**src/rtl/nvm_gc_ctrl_pkg.sv**
```systemverilog
// Shared types and defaults for the NVM garbage-collection controller.
package nvm_gc_ctrl_pkg;

  localparam int unsigned BLOCK_W_DEF      = 10;
  localparam int unsigned PAGE_W_DEF       = 6;
  localparam int unsigned GC_THRESHOLD_DEF = 16;

  typedef enum logic [3:0] {
    IDLE       = 4'd0,
    INTERRUPT  = 4'd1,
    INI        = 4'd2,
    INI_DONE   = 4'd3,
    MOVE_START = 4'd4,
    MOVE_WAIT  = 4'd5,
    ERASE      = 4'd6,
    FINISH     = 4'd7
  } gc_state_t;

  typedef logic [BLOCK_W_DEF-1:0] block_t;
  typedef logic [PAGE_W_DEF-1:0]  page_t;

endpackage

```
**src/rtl/nvm_gc_ctrl_if.sv**
```systemverilog
// Page-move and block-erase handshakes between the GC controller and the flash sequencer.
interface nvm_gc_ctrl_if
  import nvm_gc_ctrl_pkg::*;
#(
  parameter int unsigned BLOCK_W = BLOCK_W_DEF,
  parameter int unsigned PAGE_W  = PAGE_W_DEF
);
  logic                       mv_req;
  logic [BLOCK_W+PAGE_W-1:0]  mv_src;
  logic                       mv_ack;
  logic                       mv_err;
  logic                       er_req;
  logic [BLOCK_W-1:0]         er_blk;
  logic                       er_ack;

  modport master (output mv_req, mv_src, er_req, er_blk,
                  input  mv_ack, mv_err, er_ack);
  modport slave  (input  mv_req, mv_src, er_req, er_blk,
                  output mv_ack, mv_err, er_ack);
endinterface

```
**src/rtl/nvm_gc_victim_sel.sv**
```systemverilog
// Running minimum over scanned blocks: fewest valid pages wins, ties keep the earlier index.
// GC_WEAR_LEVEL_EN: on equal valid count the lower erase count wins.
module nvm_gc_victim_sel
  import nvm_gc_ctrl_pkg::*;
#(
  parameter int unsigned BLOCK_W = BLOCK_W_DEF,
  parameter int unsigned PAGE_W  = PAGE_W_DEF
) (
  input  logic               CLK,
  input  logic               nRST,
  input  logic               clr,
  input  logic               en,
  input  logic [PAGE_W:0]    vcnt,
  input  logic [15:0]        ecnt,
  input  logic [BLOCK_W-1:0] idx,
  output logic               found,
  output logic [PAGE_W:0]    best_vcnt,
  output logic [BLOCK_W-1:0] best_idx
);

  logic take_c;

`ifdef GC_WEAR_LEVEL_EN
  logic [15:0] best_ecnt;
  assign take_c = !found || (vcnt < best_vcnt) ||
                  ((vcnt == best_vcnt) && (ecnt < best_ecnt));

  always_ff @(posedge CLK or negedge nRST) begin
    if (!nRST)                best_ecnt <= '0;
    else if (clr)             best_ecnt <= '0;
    else if (en && take_c)    best_ecnt <= ecnt;
  end
`else
  logic unused_ecnt;
  assign unused_ecnt = ^ecnt;
  assign take_c = !found || (vcnt < best_vcnt);
`endif

  always_ff @(posedge CLK or negedge nRST) begin
    if (!nRST) begin
      found     <= 1'b0;
      best_vcnt <= '0;
      best_idx  <= '0;
    end else if (clr) begin
      found     <= 1'b0;
      best_vcnt <= '0;
      best_idx  <= '0;
    end else if (en && take_c) begin
      found     <= 1'b1;
      best_vcnt <= vcnt;
      best_idx  <= idx;
    end
  end

endmodule

```
**src/rtl/nvm_gc_ctrl.sv**
```systemverilog
// GC controller: scan for the emptiest block, relocate its live pages, then erase it.
// GC_WEAR_LEVEL_EN selects erase-count tie-breaking in the victim selector.
module nvm_gc_ctrl
  import nvm_gc_ctrl_pkg::*;
#(
  parameter int unsigned BLOCK_W      = BLOCK_W_DEF,
  parameter int unsigned PAGE_W       = PAGE_W_DEF,
  parameter int unsigned GC_THRESHOLD = GC_THRESHOLD_DEF
) (
  input  logic                      CLK,
  input  logic                      nRST,
  input  logic [BLOCK_W:0]          free_blocks,
  input  logic                      gc_force,
  input  logic                      host_busy,
  output logic [BLOCK_W-1:0]        scan_blk,
  input  logic [PAGE_W:0]           scan_vcnt,
  input  logic                      scan_skip,
  input  logic [15:0]               scan_ecnt,
  output logic [BLOCK_W+PAGE_W-1:0] page_addr,
  input  logic                      page_valid,
  nvm_gc_ctrl_if.master             gc_if,
  output logic                      gc_active,
  output logic                      gc_done,
  output logic                      gc_noop,
  output logic                      gc_err,
  output logic [3:0]                gc_state,
  output logic [PAGE_W:0]           moved_cnt
);

  localparam int unsigned NUM_BLOCKS = 2**BLOCK_W;
  localparam int unsigned PAGES      = 2**PAGE_W;
  localparam int unsigned ADDR_W     = BLOCK_W + PAGE_W;

  gc_state_t          state;
  logic               start_c;
  logic               last_blk_c;
  logic               last_page_c;
  logic               sel_found;
  logic [PAGE_W:0]    sel_vcnt;
  logic [BLOCK_W-1:0] sel_idx;
  logic [BLOCK_W-1:0] victim_c;

  assign start_c     = ((free_blocks < (BLOCK_W+1)'(GC_THRESHOLD)) || gc_force) && !host_busy;
  assign last_blk_c  = (scan_blk == BLOCK_W'(NUM_BLOCKS-1));
  assign last_page_c = (page_addr[PAGE_W-1:0] == PAGE_W'(PAGES-1));
  assign victim_c    = page_addr[ADDR_W-1:PAGE_W];
  assign gc_state    = state;

  nvm_gc_victim_sel #(
    .BLOCK_W (BLOCK_W),
    .PAGE_W  (PAGE_W)
  ) u_victim_sel (
    .CLK       (CLK),
    .nRST      (nRST),
    .clr       (state == IDLE),
    .en        ((state == INI) && !scan_skip),
    .vcnt      (scan_vcnt),
    .ecnt      (scan_ecnt),
    .idx       (scan_blk),
    .found     (sel_found),
    .best_vcnt (sel_vcnt),
    .best_idx  (sel_idx)
  );

  // page_addr doubles as the victim/page_idx register once INI_DONE latches the victim
  always_ff @(posedge CLK or negedge nRST) begin
    if (!nRST) begin
      state        <= IDLE;
      scan_blk     <= '0;
      page_addr    <= '0;
      gc_if.mv_req <= 1'b0;
      gc_if.mv_src <= '0;
      gc_if.er_req <= 1'b0;
      gc_if.er_blk <= '0;
      gc_active    <= 1'b0;
      gc_done      <= 1'b0;
      gc_noop      <= 1'b0;
      gc_err       <= 1'b0;
      moved_cnt    <= '0;
    end else begin
      case (state)
        IDLE: if (start_c) begin
          state     <= INI;
          gc_active <= 1'b1;
          moved_cnt <= '0;
          scan_blk  <= '0;
        end
        INI: begin
          if (last_blk_c) state <= INI_DONE;
          else            scan_blk <= scan_blk + BLOCK_W'(1);
        end
        INI_DONE: begin
          if (!sel_found || (sel_vcnt == (PAGE_W+1)'(PAGES))) begin
            state   <= FINISH;
            gc_done <= 1'b1;
            gc_noop <= 1'b1;
          end else begin
            page_addr <= {sel_idx, PAGE_W'(0)};
            state     <= MOVE_START;
          end
        end
        MOVE_START: begin
          if (host_busy) begin
            state <= INTERRUPT;
          end else if (page_valid) begin
            gc_if.mv_req <= 1'b1;
            gc_if.mv_src <= page_addr;
            state        <= MOVE_WAIT;
          end else if (last_page_c) begin
            gc_if.er_req <= 1'b1;
            gc_if.er_blk <= victim_c;
            state        <= ERASE;
          end else begin
            page_addr <= page_addr + ADDR_W'(1);
          end
        end
        INTERRUPT: if (!host_busy) state <= MOVE_START;
        MOVE_WAIT: if (gc_if.mv_ack) begin
          gc_if.mv_req <= 1'b0;
          if (gc_if.mv_err) begin
            state   <= FINISH;
            gc_done <= 1'b1;
            gc_err  <= 1'b1;
          end else begin
            moved_cnt <= moved_cnt + (PAGE_W+1)'(1);
            if (last_page_c) begin
              gc_if.er_req <= 1'b1;
              gc_if.er_blk <= victim_c;
              state        <= ERASE;
            end else begin
              page_addr <= page_addr + ADDR_W'(1);
              state     <= MOVE_START;
            end
          end
        end
        ERASE: if (gc_if.er_ack) begin
          gc_if.er_req <= 1'b0;
          gc_done      <= 1'b1;
          state        <= FINISH;
        end
        FINISH: begin
          gc_done   <= 1'b0;
          gc_noop   <= 1'b0;
          gc_err    <= 1'b0;
          gc_active <= 1'b0;
          state     <= IDLE;
        end
        default: state <= IDLE;
      endcase
    end
  end

endmodule

```
**src/flat_wrapper.sv**
```systemverilog
// flat-port wrapper written by rule: the top's interface ports become plain ports
module nvm_gc_ctrl_flat import nvm_gc_ctrl_pkg::*;
#(
  parameter int unsigned BLOCK_W      = BLOCK_W_DEF,
  parameter int unsigned PAGE_W       = PAGE_W_DEF,
  parameter int unsigned GC_THRESHOLD = GC_THRESHOLD_DEF
)
  (CLK, nRST, free_blocks, gc_force, host_busy, scan_blk, scan_vcnt, scan_skip, scan_ecnt, page_addr, page_valid, gc_active, gc_done, gc_noop, gc_err, gc_state, moved_cnt, gc_if_mv_req, gc_if_mv_src, gc_if_er_req, gc_if_er_blk, gc_if_mv_ack, gc_if_mv_err, gc_if_er_ack);
  nvm_gc_ctrl_if #(.BLOCK_W(BLOCK_W), .PAGE_W(PAGE_W)) gc_if_i ();
  input  logic CLK;
  input  logic nRST;
  input  logic [BLOCK_W:0] free_blocks;
  input  logic gc_force;
  input  logic host_busy;
  output logic [BLOCK_W-1:0] scan_blk;
  input  logic [PAGE_W:0] scan_vcnt;
  input  logic scan_skip;
  input  logic [15:0] scan_ecnt;
  output logic [BLOCK_W+PAGE_W-1:0] page_addr;
  input  logic page_valid;
  output logic gc_active;
  output logic gc_done;
  output logic gc_noop;
  output logic gc_err;
  output logic [3:0] gc_state;
  output logic [PAGE_W:0] moved_cnt;
  output wire logic [$bits(gc_if_i.mv_req)-1:0] gc_if_mv_req;
  output wire logic [$bits(gc_if_i.mv_src)-1:0] gc_if_mv_src;
  output wire logic [$bits(gc_if_i.er_req)-1:0] gc_if_er_req;
  output wire logic [$bits(gc_if_i.er_blk)-1:0] gc_if_er_blk;
  input wire logic [$bits(gc_if_i.mv_ack)-1:0] gc_if_mv_ack;
  input wire logic [$bits(gc_if_i.mv_err)-1:0] gc_if_mv_err;
  input wire logic [$bits(gc_if_i.er_ack)-1:0] gc_if_er_ack;
  assign gc_if_mv_req = gc_if_i.mv_req;
  assign gc_if_mv_src = gc_if_i.mv_src;
  assign gc_if_er_req = gc_if_i.er_req;
  assign gc_if_er_blk = gc_if_i.er_blk;
  assign gc_if_i.mv_ack = gc_if_mv_ack;
  assign gc_if_i.mv_err = gc_if_mv_err;
  assign gc_if_i.er_ack = gc_if_er_ack;
  nvm_gc_ctrl #(.BLOCK_W(BLOCK_W), .PAGE_W(PAGE_W), .GC_THRESHOLD(GC_THRESHOLD)) u_core (.CLK(CLK), .nRST(nRST), .free_blocks(free_blocks), .gc_force(gc_force), .host_busy(host_busy), .scan_blk(scan_blk), .scan_vcnt(scan_vcnt), .scan_skip(scan_skip), .scan_ecnt(scan_ecnt), .page_addr(page_addr), .page_valid(page_valid), .gc_if(gc_if_i), .gc_active(gc_active), .gc_done(gc_done), .gc_noop(gc_noop), .gc_err(gc_err), .gc_state(gc_state), .moved_cnt(moved_cnt));
endmodule
```
**config.mk**
```make
export PLATFORM = sky130hd
export DESIGN_NAME = nvm_gc_ctrl_flat
export DESIGN_NICKNAME = d
export VERILOG_FILES = /design/src/rtl/nvm_gc_ctrl_pkg.sv /design/src/rtl/nvm_gc_ctrl_if.sv /design/src/rtl/nvm_gc_victim_sel.sv /design/src/rtl/nvm_gc_ctrl.sv /design/src/flat_wrapper.sv
export SDC_FILE = /design/constraint.sdc
export NUM_CORES = 1
export LEC_CHECK = 0
export BUFFER_PORTS_ARGS = -buffer_cell sky130_fd_sc_hd__clkbuf_2
export CORE_ASPECT_RATIO = 0.7
export CORE_MARGIN = 2
export CORE_UTILIZATION = 45
export CTS_CLUSTER_DIAMETER = 60
export DETAILED_ROUTE_END_ITERATION = 7
export PLACE_DENSITY = 0.67
export SLEW_MARGIN = 20
export SYNTH_ARGS = -nofsm -noshare
export SYNTH_HDL_FRONTEND = slang
export SYNTH_HIERARCHICAL = 1
export SYNTH_SLANG_ARGS = --single-unit
```
**constraint.sdc**
```tcl
create_clock -name CLK -period 5.1 [get_ports CLK]
set_input_delay 1.02 -clock CLK [delete_from_list [all_inputs] [get_ports CLK]]
set_output_delay 1.02 -clock CLK [all_outputs]
set_load 0.01 [all_outputs]
```
-- Word level (Yosys, flattened, before mapping)
Cells that the tools add are included.
- register bits: 87
- output and inout bits: 69
- word-level logic and storage cells: 135
- $add $sub $neg: 3
- magnitude comparators: 2
- equality and inequality tests: 24
- multiplexer cells: 58
- bitwise gates (word level): 1
- reduce and logical (&&, ||, !) cells: 32
- operators by type and width (kind ; count):
    $mux W16 ; 6
    $mux W10 ; 9
    $pmux W16 S3 ; 1
    $pmux W10 S2 ; 2
    $mux W4 ; 9
    $mux W7 ; 5
    $pmux W4 S7 ; 1
    $ne A2 B2 Y1 const B ; 10
    $reduce_and A6 Y1 ; 3
    $add A16 B1 Y16 const B ; 1
    $eq A4 B3 Y1 const B ; 4
    $mux W1 ; 16
    $pmux W7 S2 ; 1
    $reduce_bool A2 Y1 ; 7
    $lt A11 B5 Y1 const B ; 1
    $add A10 B1 Y10 const B ; 1
    $eq A10 B10 Y1 const B ; 1
    $reduce_and A5 Y1 ; 2
    $reduce_and A3 Y1 ; 3
    $eq A4 B2 Y1 const B ; 2
    $pmux W1 S2 ; 4
    $reduce_and A4 Y1 ; 2
    $add A7 B1 Y7 const B ; 1
    $eq A7 B7 Y1 const B ; 1
    16 further kinds ; 27

-- Logic depth before layout (Yosys ltp)
- depth in word-level cells: 5
- mapped depth: 9
- mapped depth without buffers: 7

-- Hierarchy
Netlist, hierarchy kept.
- modules (own cells, without submodules) (module ; instances ; cells an instance ; area each (µm²) ; sequential area each (µm²)):
    nvm_gc_ctrl ; 1 ; 324 ; 3334.4 ; 1701.6
    nvm_gc_victim_sel ; 1 ; 98 ; 1038.5 ; 450.4

-- Least setup slack after synthesis
OpenSTA, ideal clock, no wires.
- kind: input port to flip-flop
- from: in host_busy
- to: reg u_core.gc_if.er_blk[1]
- arrival time: 2.304 ns
- data required time: 4.975 ns
- path slack: 2.671 ns
- stages: 6
- buffers on the path: 2
- cells stage by stage: clkbuf_1 nor3_2 or3_1 nand4_1 buf_2 mux2_2
- cells in the longest elaborated chain, start to end: 2
- ends and longest elaborated chain (item ; RTL line ; RTL):
    start: declaration ; flat_wrapper.sv:14 ; input logic host_busy;
    $ne A2 B2 Y1 (no line) ; -- ;
    $reduce_and A5 Y1 (no line) ; -- ;
    end signal: assignment ; nvm_gc_ctrl.sv:111 ; gc_if.er_blk <= victim_c;
    end signal: assignment ; nvm_gc_ctrl.sv:128 ; gc_if.er_blk <= victim_c;
    end: declaration ; nvm_gc_ctrl_if.sv:16 ; modport master (output mv_req, mv_src, er_req, er_blk,
No other way between the ends.
A chain may end at the register's enable or synchronous reset.

-- Final worst setup path
- from: reg u_core.u_victim_sel.best_vcnt[2]
- to: reg u_core.page_addr[0]
- cells in the longest elaborated chain, start to end: 4
- ends and longest elaborated chain (item ; RTL line ; RTL):
    start: declaration ; nvm_gc_victim_sel.sv:17 ; output logic [PAGE_W:0] best_vcnt,
    start signal: assignment ; nvm_gc_victim_sel.sv:50 ; best_vcnt <= vcnt;
    $eq A7 B7 Y1 ; nvm_gc_ctrl.sv:93 ; if (!sel_found || (sel_vcnt == (PAGE_W+1)'(PAGES))) begin
    $logic_or A1 B1 Y1 ; nvm_gc_ctrl.sv:93 ;
    $ne A2 B2 Y1 (no line) ; -- ;
    $reduce_and A6 Y1 (no line) ; -- ;
    end signal: assignment ; nvm_gc_ctrl.sv:98 ; page_addr <= {sel_idx, PAGE_W'(0)};
    end signal: assignment ; nvm_gc_ctrl.sv:114 ; page_addr <= page_addr + ADDR_W'(1);
    end signal: assignment ; nvm_gc_ctrl.sv:131 ; page_addr <= page_addr + ADDR_W'(1);
    end: declaration ; nvm_gc_ctrl.sv:19 ; output logic [BLOCK_W+PAGE_W-1:0] page_addr,
No other way between the ends.

==> impl_metrics.ini <==
[outcome]
status = finished clean

[global_routing]
grt_pass1_vias = 3210
antenna_found_initial = 0
overflow = 0
grt_max_degree = 56
grt_usage_pct = 19.4
grt_pass1_wl_mm = 16.0

[yosys]
synth-seq-cells = 86
yosysUniqueCellTypes = 58
syn_area_mm2 = 0.00437
synthCells = 422
syn_avg_cell_area_um2 = 10.4
synth_nets = 474
yosys_most_used_dff = dfrtp_1
ys_warn_count = 6
seq_area_frac_synth_pct = 49.2
synth_edf_count = 0
synthArstFlopShare_pct = 100

[place]
port_buffers = 90
gp_congestion = 0.888
hpwl_mm = 7.19
place_ws_ps = 2080

[sta]
min_period_over_period_pct = 52.7
finClkSkew_ps = 4.74
rsz0062_at_grt = false
relSlewSlack_pct = 29.3
fmax_ghz = 0.372
slew_viol_final = 0
tightest_slew_ps = 1060
post-route-worst-setup-slack_ps = 2410
finalSetupTns_ps = 0
finalHoldViolCount = 0
period_minus_slack_ps = 2690
setup_viol = 0

[critical_path]
path_class = reg2reg
crit_path_start_kind = register
reg2reg_from = u_core/u_victim_sel/best_vcnt[2]
cp_num_buf_inv = 1
rrSetupSlack_ps = 2410
critPathMaxFanout = 7
critPathMaxStageDelay_ps = 830
end_kind = register
worstPathRequired_ps = 5380
arrival_ps = 2960
critPathLaunch = u_core/u_victim_sel/best_vcnt[2]
crit_family = compound AO/OA/AOI/OAI gates
crit_slowest_cell = nor4b_1
path_cells = nor4b_1, a21boi_0, buf_4, o21ai_0, mux2_2

[cells_and_area]
fillCellCount = 883
drive_gt1_share_pct = 27.9
syn2layout_area_growth_pct = 19.6
regArea_mm2 = 0.00215
nets = 560
multi_input_area_mm2 = 0.00207
diodes = 0

[routing]
vias = 3435
drt-pass1-iter-count = 6
wl_per_cell_um = 15.3
drtIter0Drc = 192
routed_wirelength_mm = 9.82
drc = 0
vias_per_cell = 5.36
postRouteAntennaNets = 0

[cts]
post_cts_buffers = 0
clk_pin_slew_ps = 60
numCtsBuffers = 9
cts_hold_buf = 0
cts_buffer_depth = 2
h-tree-depth = 3
ctsRootBufferMaster = clkbuf_16
clkSinkCount = 86
clkLatencyLatePin_ps = 340
cts_resized = 0
cts_tree = yes

[die]
dieArea_mm2 = 0.0105
start_util_pct = 45.7
io_pins = 112
core_area_mm2 = 0.00957
die-width_um = 122
die_h_um = 86.5
fp-row-count = 30

[pwr]
p_leak_nw = 2.53
peakVddDrop_uv = 285
total_power_mw = 2.97
power.density_mw_per_mm2 = 567

[min_path]
hp-class = reg2reg
hp-start = u_core/u_victim_sel/best_idx[8]

[run]
maxCapViolCount = 0
-- kinds of logic after synthesis --
logic type               count (synthesis)  share of synthesized area [%]
buffers and inverters                   30                           3.55
adder cells (fa/ha/maj)                  9                           2.58
XOR/XNOR                                10                           2.00
flip-flops                              86                           49.2
multiplexers                            46                           11.9
AND/OR/NAND/NOR                        172                           20.2
AO/OA/AOI/OAI                           68                           10.5
other                                    1                         0.0858
-- final cells by class --
type / count / area share, %
sequential: 86 / 41.1
multi-input combinational: 306 / 39.5
timing repair buffer: 93 / 9.09
clock buffer: 10 / 4.57
tap: 128 / 3.06
clock inverter: 6 / 1.77
inverter: 12 / 0.861
-- cell usage in the layout (no fill, tap or decap), types with 2 or more instances in the layout --
cell type,count
xnor2_1,5
or3_1,4
o2111ai_1,2
a21o_1,2
ha_1,9
mux2_2,20
clkbuf_2,89
nand2b_1,36
nor2_1,36
a21boi_0,3
nand2_1,45
nor2b_1,3
dfrtp_1,86
o21a_1,2
clkbuf_16,9
bufinv_16,2
nand3_1,12
inv_6,2
nor4_1,5
o31ai_1,3
nor3_1,10
and3_1,5
mux2_4,7
inv_1,12
a21oi_1,15
buf_4,4
xor2_1,5
nand4_1,5
a31oi_1,6
o21ai_0,17
mux2i_1,19
a311oi_1,3
o21bai_1,2
clkinvlp_4,2
-- worst min-delay path, cell delays in order, from the launching register on --
cell and delay [ps]:
dfrtp_1 350, nand2_1 50, nand2_1 50
-- worst paths after layout --
| path | end | cells past startpoint |
|---|---|---|
| max in group asynchronous | u_core/u_victim_sel/best_idx[3] | 2 |
| min reg2reg | u_core/page_addr[14] | 2 |
| min in group asynchronous | u_core/gc_if.mv_src[12] | 1 |
| max reg2reg | u_core/page_addr[0] | 5 |
| max | u_core/page_addr[0] | 5 |
| min | u_core/page_addr[14] | 2 |
-- Yosys cell counts (6+ instances only) --
cell      number  area (µm²)
nand2b_1      36         225
mux2i_1       19         190
nand2_1       45         169
o21ai_0       17        85.1
ha_1           9         113
dfrtp_1       86        2150
mux2_2        20         225
a31oi_1        6        37.5
a21oi_1       15        75.1
nor2_1        36         135
buf_2          6        30.0
mux2_4         7         105
nand3_1       12        60.1
nor3_1        10        50.1
clkbuf_1       8        30.0
inv_1         12        45.0
-- stage by stage --
step | std cells | utilization, % | cell area, µm² | hold slack (ps)
floorplan | 422 | - | 4370 | 440
global placement | 625 | 51.2 | 4900 | 468
detailed placement | 625 | 51.2 | 4900 | 473
CTS | 641 | 54.6 | 5230 | 489
global route | 641 | 54.6 | 5230 | 520
finish | 641 | 54.6 | 5230 | 487
-- metal layers --
| layer | share of wire, % | vias to the layer above | routed length [µm] | global-route usage (%) |
|---|---|---|---|---|
| met5 | 0 | - | 0 | 0 |
| met4 | 0.89 | 0 | 87 | 4.60 |
| met3 | 5.7 | 9 | 556 | 4.67 |
| met2 | 44 | 94 | 4330 | 28.0 |
| met1 | 49 | 1673 | 4850 | 29.4 |
| li1 | - | 1659 | - | - |
-- registers in the layout, summed over array words and instances (netlist names) --
| signal | cells |
|---|---|
| u_core/gc_noop | 1 |
| u_core/u_victim_sel/found | 1 |
| u_core/gc_if.er_req | 1 |
| u_core/gc_if.mv_req | 1 |
| u_core/gc_if.mv_src | 16 |
| u_core/u_victim_sel/best_idx | 10 |
| u_core/gc_state | 3 |
| u_core/scan_blk | 10 |
| u_core/moved_cnt | 7 |
| u_core/gc_if.er_blk | 10 |
| u_core/gc_done | 1 |
| u_core/gc_active | 1 |
| u_core/gc_err | 1 |
| u_core/u_victim_sel/best_vcnt | 7 |
| u_core/page_addr | 16 |
-- power breakdown --
group / internal, mW / total [mW] / switching (mW)
combinational: 0.482 / 1.05 / 0.570
sequential: 0.910 / 1.20 / 0.289
clock: 0.445 / 0.717 / 0.271
total: 1.84 / 2.97 / 1.13
(Power assumes the default switching activity.)
